**config.mk**
```make
export PLATFORM = sky130hd
export DESIGN_NAME = branch_predictor
export DESIGN_NICKNAME = d
export VERILOG_FILES = /design/src/rtl/branch_predictor_pkg.sv /design/src/rtl/branch_predictor_table.sv /design/src/rtl/branch_predictor.sv
export SDC_FILE = /design/constraint.sdc
export NUM_CORES = 2
export LEC_CHECK = 0
export BUFFER_PORTS_ARGS = -buffer_cell sky130_fd_sc_hd__buf_2
export CORE_MARGIN = 2
export CORE_UTILIZATION = 50
export CTS_BUF_LIST = sky130_fd_sc_hd__clkbuf_16
export CTS_CLUSTER_DIAMETER = 60
export DETAILED_ROUTE_END_ITERATION = 6
export PLACE_DENSITY = 0.65
export SKIP_LAST_GASP = 1
export SLEW_MARGIN = 20
export SYNTH_ARGS = -nofsm -noshare
export SYNTH_HDL_FRONTEND = slang
export SYNTH_HIERARCHICAL = 1
export SYNTH_SLANG_ARGS = --single-unit
```
**constraint.sdc**
```tcl
create_clock -name clk_i -period 14.7 [get_ports clk_i]
set_clock_uncertainty 0.15 [all_clocks]
set_input_delay 2.94 -clock clk_i [delete_from_list [all_inputs] [get_ports clk_i]]
set_output_delay 2.94 -clock clk_i [all_outputs]
set_load 0.005 [all_outputs]
```
**src/rtl/branch_predictor_pkg.sv**
```systemverilog
// Shared types and helpers for the fetch-side branch predictor and the exe-stage update path.
package branch_predictor_pkg;

    localparam int unsigned BP_INDEX_BITS = 6;
    localparam int unsigned BP_TAG_BITS   = 10;
    localparam int unsigned BP_XLEN       = 64;

    // 2-bit saturating direction counter
    typedef logic [1:0] bht_cnt_t;

    localparam bht_cnt_t BHT_SNT = 2'b00;
    localparam bht_cnt_t BHT_WNT = 2'b01;
    localparam bht_cnt_t BHT_WT  = 2'b10;
    localparam bht_cnt_t BHT_ST  = 2'b11;

    // One branch target buffer entry
    typedef struct packed {
        logic                     valid;
        logic [BP_TAG_BITS-1:0]   tag;
        logic                     is_jump;
        logic [BP_XLEN-1:0]       target;
    } btb_entry_t;

    // Resolution bundle coming back from the exe-stage branch unit
    typedef struct packed {
        logic                 valid;
        logic [BP_XLEN-1:0]   pc;
        logic                 is_jump;
        logic                 taken;
        logic [BP_XLEN-1:0]   target;
    } bpred_upd_t;

    // Predictor control states: table sweep after reset, then normal service
    typedef enum logic {
        BP_INIT = 1'b0,
        BP_RUN  = 1'b1
    } bp_state_e;

    // Saturating counter step: count up on taken, down on not-taken, hold at the ends
    function automatic bht_cnt_t bht_next(input bht_cnt_t cnt, input logic taken);
        bht_cnt_t result;
        result = cnt;
        if (taken) begin
            if (cnt != BHT_ST) begin
                result = cnt + 2'd1;
            end
        end else begin
            if (cnt != BHT_SNT) begin
                result = cnt - 2'd1;
            end
        end
        return result;
    endfunction

endpackage

```
**src/rtl/branch_predictor_table.sv**
```systemverilog
// Direct-mapped predictor storage: one forwarded lookup read port, one raw
// read-modify-write read port, and one write port. Used for both BHT and BTB.
module bpred_table #(
    parameter int unsigned INDEX_BITS = 6,
    parameter int unsigned WIDTH      = 2
) (
    input  logic                  clk_i,
    input  logic [INDEX_BITS-1:0] rd_addr_i,
    output logic [WIDTH-1:0]      rd_data_o,
    input  logic [INDEX_BITS-1:0] rmw_addr_i,
    output logic [WIDTH-1:0]      rmw_data_o,
    input  logic                  we_i,
    input  logic [INDEX_BITS-1:0] waddr_i,
    input  logic [WIDTH-1:0]      wdata_i
);

    localparam int unsigned ENTRIES = 1 << INDEX_BITS;

    logic [WIDTH-1:0] mem_q [ENTRIES];
    logic [WIDTH-1:0] mem_d [ENTRIES];

    // Next array contents: copy everything, overwrite the addressed entry on a write
    always_comb begin
        mem_d = mem_q;
        if (we_i) begin
            mem_d[waddr_i] = wdata_i;
        end
    end

    // Storage has no reset; the owner sweeps it into a known state
    always_ff @(posedge clk_i) begin
        mem_q <= mem_d;
    end

    // Lookup port sees this cycle's write to the same entry (write-first)
    always_comb begin
        rd_data_o = mem_q[rd_addr_i];
        if (we_i && (waddr_i == rd_addr_i)) begin
            rd_data_o = wdata_i;
        end
    end

    // Update port reads the pre-write value so the owner can compute the new one
    always_comb begin
        rmw_data_o = mem_q[rmw_addr_i];
    end

endmodule

```
**src/rtl/branch_predictor.sv**
```systemverilog
// Fetch-side branch predictor: 2-bit counter BHT plus tagged BTB, one lookup
// per cycle with one cycle of latency and one exe resolution per cycle.
module branch_predictor
    import branch_predictor_pkg::*;
#(
    parameter int unsigned INDEX_BITS = BP_INDEX_BITS,
    parameter int unsigned TAG_BITS   = BP_TAG_BITS
) (
    input  logic        clk_i,
    input  logic        rst_i,
    output logic        ready_o,
    input  logic        lookup_valid_i,
    input  logic [63:0] lookup_pc_i,
    output logic        pred_valid_o,
    output logic        pred_taken_o,
    output logic [63:0] pred_target_o,
    input  logic        upd_valid_i,
    input  logic [63:0] upd_pc_i,
    input  logic        upd_is_jump_i,
    input  logic        upd_taken_i,
    input  logic [63:0] upd_target_i
);

    localparam int unsigned BTB_WIDTH = $bits(btb_entry_t);
    localparam int unsigned TAG_LSB   = INDEX_BITS + 2;
    localparam int unsigned TAG_MSB   = INDEX_BITS + TAG_BITS + 1;

    bp_state_e             state_q, state_d;
    logic [INDEX_BITS-1:0] cnt_q, cnt_d;
    logic                  ready_q, ready_d;
    logic                  pred_valid_q, pred_valid_d;
    logic                  pred_taken_q, pred_taken_d;
    logic [63:0]           pred_target_q, pred_target_d;

    bpred_upd_t            upd;
    logic [INDEX_BITS-1:0] lookup_idx, upd_idx;
    logic [TAG_BITS-1:0]   lookup_tag, upd_tag;

    logic                  bht_we;
    logic [INDEX_BITS-1:0] bht_waddr;
    bht_cnt_t              bht_wdata;
    bht_cnt_t              bht_rd;
    bht_cnt_t              bht_rmw;

    logic                  btb_we;
    logic [INDEX_BITS-1:0] btb_waddr;
    btb_entry_t            btb_wdata;
    btb_entry_t            btb_rd;
    logic [BTB_WIDTH-1:0]  btb_rd_raw;
    logic [BTB_WIDTH-1:0]  btb_rmw_unused;

    logic                  lookup_fire;
    logic                  lookup_hit;
    logic                  lookup_taken;
    logic                  unused_pc_bits;

    // Bundle the resolution ports the way exe produces them and split PCs into index/tag
    always_comb begin
        upd.valid   = upd_valid_i;
        upd.pc      = upd_pc_i;
        upd.is_jump = upd_is_jump_i;
        upd.taken   = upd_taken_i;
        upd.target  = upd_target_i;
        lookup_idx  = lookup_pc_i[INDEX_BITS+1:2];
        lookup_tag  = lookup_pc_i[TAG_MSB:TAG_LSB];
        upd_idx     = upd.pc[INDEX_BITS+1:2];
        upd_tag     = upd.pc[TAG_MSB:TAG_LSB];
    end

    assign unused_pc_bits = ^{lookup_pc_i[63:TAG_MSB+1], lookup_pc_i[1:0],
                              upd_pc_i[63:TAG_MSB+1], upd_pc_i[1:0]};

    // State register and sweep counter
    always_ff @(posedge clk_i) begin
        if (rst_i) begin
            state_q <= BP_INIT;
            cnt_q   <= '0;
        end else begin
            state_q <= state_d;
            cnt_q   <= cnt_d;
        end
    end

    // Next state: sweep every entry once, then serve forever until the next reset
    always_comb begin
        state_d = state_q;
        cnt_d   = cnt_q;
        case (state_q)
            BP_INIT: begin
                cnt_d = cnt_q + 1'b1;
                if (cnt_q == '1) begin
                    state_d = BP_RUN;
                end
            end
            BP_RUN: begin
                state_d = BP_RUN;
            end
            default: begin
                state_d = BP_INIT;
            end
        endcase
    end

    // Table write control: sweep writes during INIT, exe resolutions during RUN
    always_comb begin
        bht_we    = 1'b0;
        bht_waddr = upd_idx;
        bht_wdata = bht_next(bht_rmw, upd.taken);
        btb_we    = 1'b0;
        btb_waddr = upd_idx;
        btb_wdata = '{valid: 1'b1, tag: upd_tag, is_jump: upd.is_jump, target: upd.target};
        if (!rst_i) begin
            case (state_q)
                BP_INIT: begin
                    bht_we    = 1'b1;
                    bht_waddr = cnt_q;
                    bht_wdata = BHT_WNT;
                    btb_we    = 1'b1;
                    btb_waddr = cnt_q;
                    btb_wdata = '0;
                end
                BP_RUN: begin
                    bht_we = upd.valid && !upd.is_jump;
                    btb_we = upd.valid && upd.taken;
                end
                default: begin
                    bht_we = 1'b0;
                    btb_we = 1'b0;
                end
            endcase
        end
    end

    bpred_table #(
        .INDEX_BITS (INDEX_BITS),
        .WIDTH      ($bits(bht_cnt_t))
    ) u_bht (
        .clk_i      (clk_i),
        .rd_addr_i  (lookup_idx),
        .rd_data_o  (bht_rd),
        .rmw_addr_i (upd_idx),
        .rmw_data_o (bht_rmw),
        .we_i       (bht_we),
        .waddr_i    (bht_waddr),
        .wdata_i    (bht_wdata)
    );

    bpred_table #(
        .INDEX_BITS (INDEX_BITS),
        .WIDTH      (BTB_WIDTH)
    ) u_btb (
        .clk_i      (clk_i),
        .rd_addr_i  (lookup_idx),
        .rd_data_o  (btb_rd_raw),
        .rmw_addr_i (upd_idx),
        .rmw_data_o (btb_rmw_unused),
        .we_i       (btb_we),
        .waddr_i    (btb_waddr),
        .wdata_i    (btb_wdata)
    );

    // Prediction from the forwarded table reads; jumps ignore the direction counter
    always_comb begin
        btb_rd        = btb_entry_t'(btb_rd_raw);
        lookup_fire   = (state_q == BP_RUN) && lookup_valid_i;
        lookup_hit    = btb_rd.valid && (btb_rd.tag == lookup_tag);
        lookup_taken  = lookup_hit && (btb_rd.is_jump || bht_rd[1]);
        pred_valid_d  = lookup_fire;
        pred_taken_d  = lookup_fire && lookup_taken;
        pred_target_d = pred_taken_d ? btb_rd.target : 64'd0;
        ready_d       = (state_d == BP_RUN);
    end

    // Registered outputs, cleared by reset
    always_ff @(posedge clk_i) begin
        if (rst_i) begin
            ready_q       <= 1'b0;
            pred_valid_q  <= 1'b0;
            pred_taken_q  <= 1'b0;
            pred_target_q <= 64'd0;
        end else begin
            ready_q       <= ready_d;
            pred_valid_q  <= pred_valid_d;
            pred_taken_q  <= pred_taken_d;
            pred_target_q <= pred_target_d;
        end
    end

    assign ready_o       = ready_q;
    assign pred_valid_o  = pred_valid_q;
    assign pred_taken_o  = pred_taken_q;
    assign pred_target_o = pred_target_q;

endmodule

```
==> results.cfg <==
[outcome]
status = complete, no violations

[clock_network]
post-cts-setup-buffers = 0
root_buffer = clkbuf_16
cts.sinks = 5065
cts_hold_buf = 0
clock_path_buffers = 4
cts.htree.levels = 6
cts_resized = 0
cts_made_buffers = 521
clk_pin_slew_ns = 0.06
clk_latency_ns = 1.05
cts_tree = done

[power_and_ir_drop]
p_comb_frac = 0.052
p_sw_frac = 0.2189
peakVddDrop_mv = 0.1277
power.clock.fraction = 0.414
intPower_uw = 23370
p_leak_uw = 0.07389
seqPwrFrac = 0.534
powerDensity_nw_per_um2 = 135.9
power_uw = 29920
power.switching_uw = 6549

[final_layout]
fin_nets = 10580
syn_to_final_growth_pct = 12.33
post-route-util = 0.5651
drive_gt1_frac = 0.1752
fin_area_um2 = 220200

[hold_path]
hold_depth = 2
holdCritStartpoint = cnt_q[5]
hold_path_end = cnt_q[5]
min_path_type = flip-flop to flip-flop

[setup_path]
crit_type = input port to flip-flop
r2r_end = pred_target_o[31]
r2r_slack_ns = 7.87
crit_family = buffers and inverters
start_kind = input port
worstPathCellList = buf_8 > buf_4 > and2_4 > buf_4 > buf_12 > a22o_1 > a221oi_1 > a21oi_1 > o21ai_0 > o21ai_0 > nand4b_1 > buf_4 > buf_4 > nor4_1
r2r_start = ready_o
reg2reg_depth = 13
critPathMaxFanout = 78
critPathMostFrequentCell = buf_4
arrival_ns = 9.42
critPathRequiredTime_ns = 15.40
crit_path_top_delay_cell = o21ai_0
crit_buf_inv = 6
critPathCaptureType = flip-flop
worst_path_largest_cell_delay_ns = 0.88

[detailed_routing]
drc = 0
ant_nets = 0
first_pass_iters = 6
viasPerCell = 6.537
avgRoutedWirePerCell_um = 34.98
first_iter_violations = 14470
vias = 104600
drt_wl_total_mm = 559.8

[sta]
finalSetupViolations = 0
fmax_ghz = 0.1147
hold_slack_ns = 0.3678
period_needed_ns = 8.721
finalHoldViolCount = 0
report.final.slew_viol_count = 0
maxSlewHeadroom = 0.1670
tns_ns = 0
tightest_slew_ns = 1.249
rsz0062_at_grt = no
fin_crit_sh = 0.5933

[logic_synthesis]
avgSynthCellArea_um2 = 19.62
yosys_warnings = 6
netlist_area_um2 = 196000
syn_inst = 9990
syn_nets = 10190

[global_routing]
antenna_found_initial = 30
overflow = 0
grtUsageTotal = 0.2774
grt_pass1_vias = 102300
grt_max_degree = 135
grt_pass1_wl_mm = 775.6

[floorplanning]
die_w_um = 630.1
die_h_um = 630.1
core_region_area_um2 = 389700
die-area_um2 = 397100
row_count = 229
initial_core_util = 0.5031
io_pins = 265

[run]
max-cap-violations = 0

[placement]
gp_congestion = 0.7910
dp_hpwl_mm = 289.6
placed_cell_area_um2 = 204200
io_buffers = 168
## how the worst max path moves through the flow
stage / from / to / slack (ns) / cells after the start
5_1_grt: lookup_pc_i[2] / pred_target_o[21] / 5.95 / 14
6_report: lookup_pc_i[2] / pred_target_o[31] / 5.98 / 14
3_3_place_gp: lookup_pc_i[2] / pred_target_o[21] / 4.67 / 14
2_1_floorplan: rst_i / u_btb/mem_q[4256] / 6.33 / 8
4_1_cts: lookup_pc_i[2] / pred_target_o[31] / 6.20 / 14
3_5_place_dp: lookup_pc_i[2] / pred_target_o[31] / 5.08 / 14
## tightest hold or removal path: cells and delay by family (launching register included)
| kind | cells | cell delay [ns] |
|---|---|---|
| AO/OA/AOI/OAI | 2 | 0.14 |
| flip-flops | 1 | 0.33 |
## layer usage
metal | vias up | part of all wire | track usage | routed length, um
met4 | 12 | 0.032 | 0.08262 | 17840
met2 | 6289 | 0.47 | 0.4401 | 262300
met3 | 995 | 0.11 | 0.05805 | 64080
met5 | - | 0.00014 | 0 | 81
met1 | 55390 | 0.39 | 0.3899 | 215600
li1 | 41940 | - | - | -
## layout by cell type, fill, tap and decap left out, types with 110 or more instances in the layout
| master | instances |
|---|---|
| a21oi_1 | 296 |
| a22oi_1 | 694 |
| buf_2 | 165 |
| buf_4 | 293 |
| clkbuf_16 | 535 |
| clkinv_1 | 137 |
| edfxtp_1 | 4992 |
| inv_1 | 194 |
| mux2i_1 | 1631 |
| mux4_2 | 529 |
| nand3_1 | 249 |
| nor2_1 | 110 |
## through the flow
stage | setup slack (ns) | std cells
after global placement | 4.672 | 15060
after global routing | 5.946 | 16000
final | 5.979 | 16010
after detailed placement | 5.077 | 15060
after floorplan | 6.328 | 9990
after CTS | 6.198 | 15980
## power by group through the flow
stage	Sequential [uW]	Combinational (uW)	Clock, uW
after floorplan	16300	948	0
after global placement	16300	1500	0
after detailed placement	16300	1540	0
after CTS	16000	1540	12500
after global routing	16000	1640	13100
final	16000	1560	12400
## final cells by class
class / instances / area, um^2
timing repair buffer: 491 / 3666
antenna: 23 / 57.56
clock buffer: 535 / 13390
inverter: 68 / 255.2
clock inverter: 390 / 2546
sequential: 5065 / 151400
tap: 5197 / 6502
fill: 28910 / 169500
multi-input combinational: 4238 / 42410
## sequential cells by signal, indices dropped and copies added (netlist names)
register / cells
u_bht/mem_q: 128
pred_taken_o: 1
cnt_q: 6
pred_target_o: 64
u_btb/mem_q: 4864
pred_valid_o: 1
ready_o: 1
(Power assumes the default switching activity.)
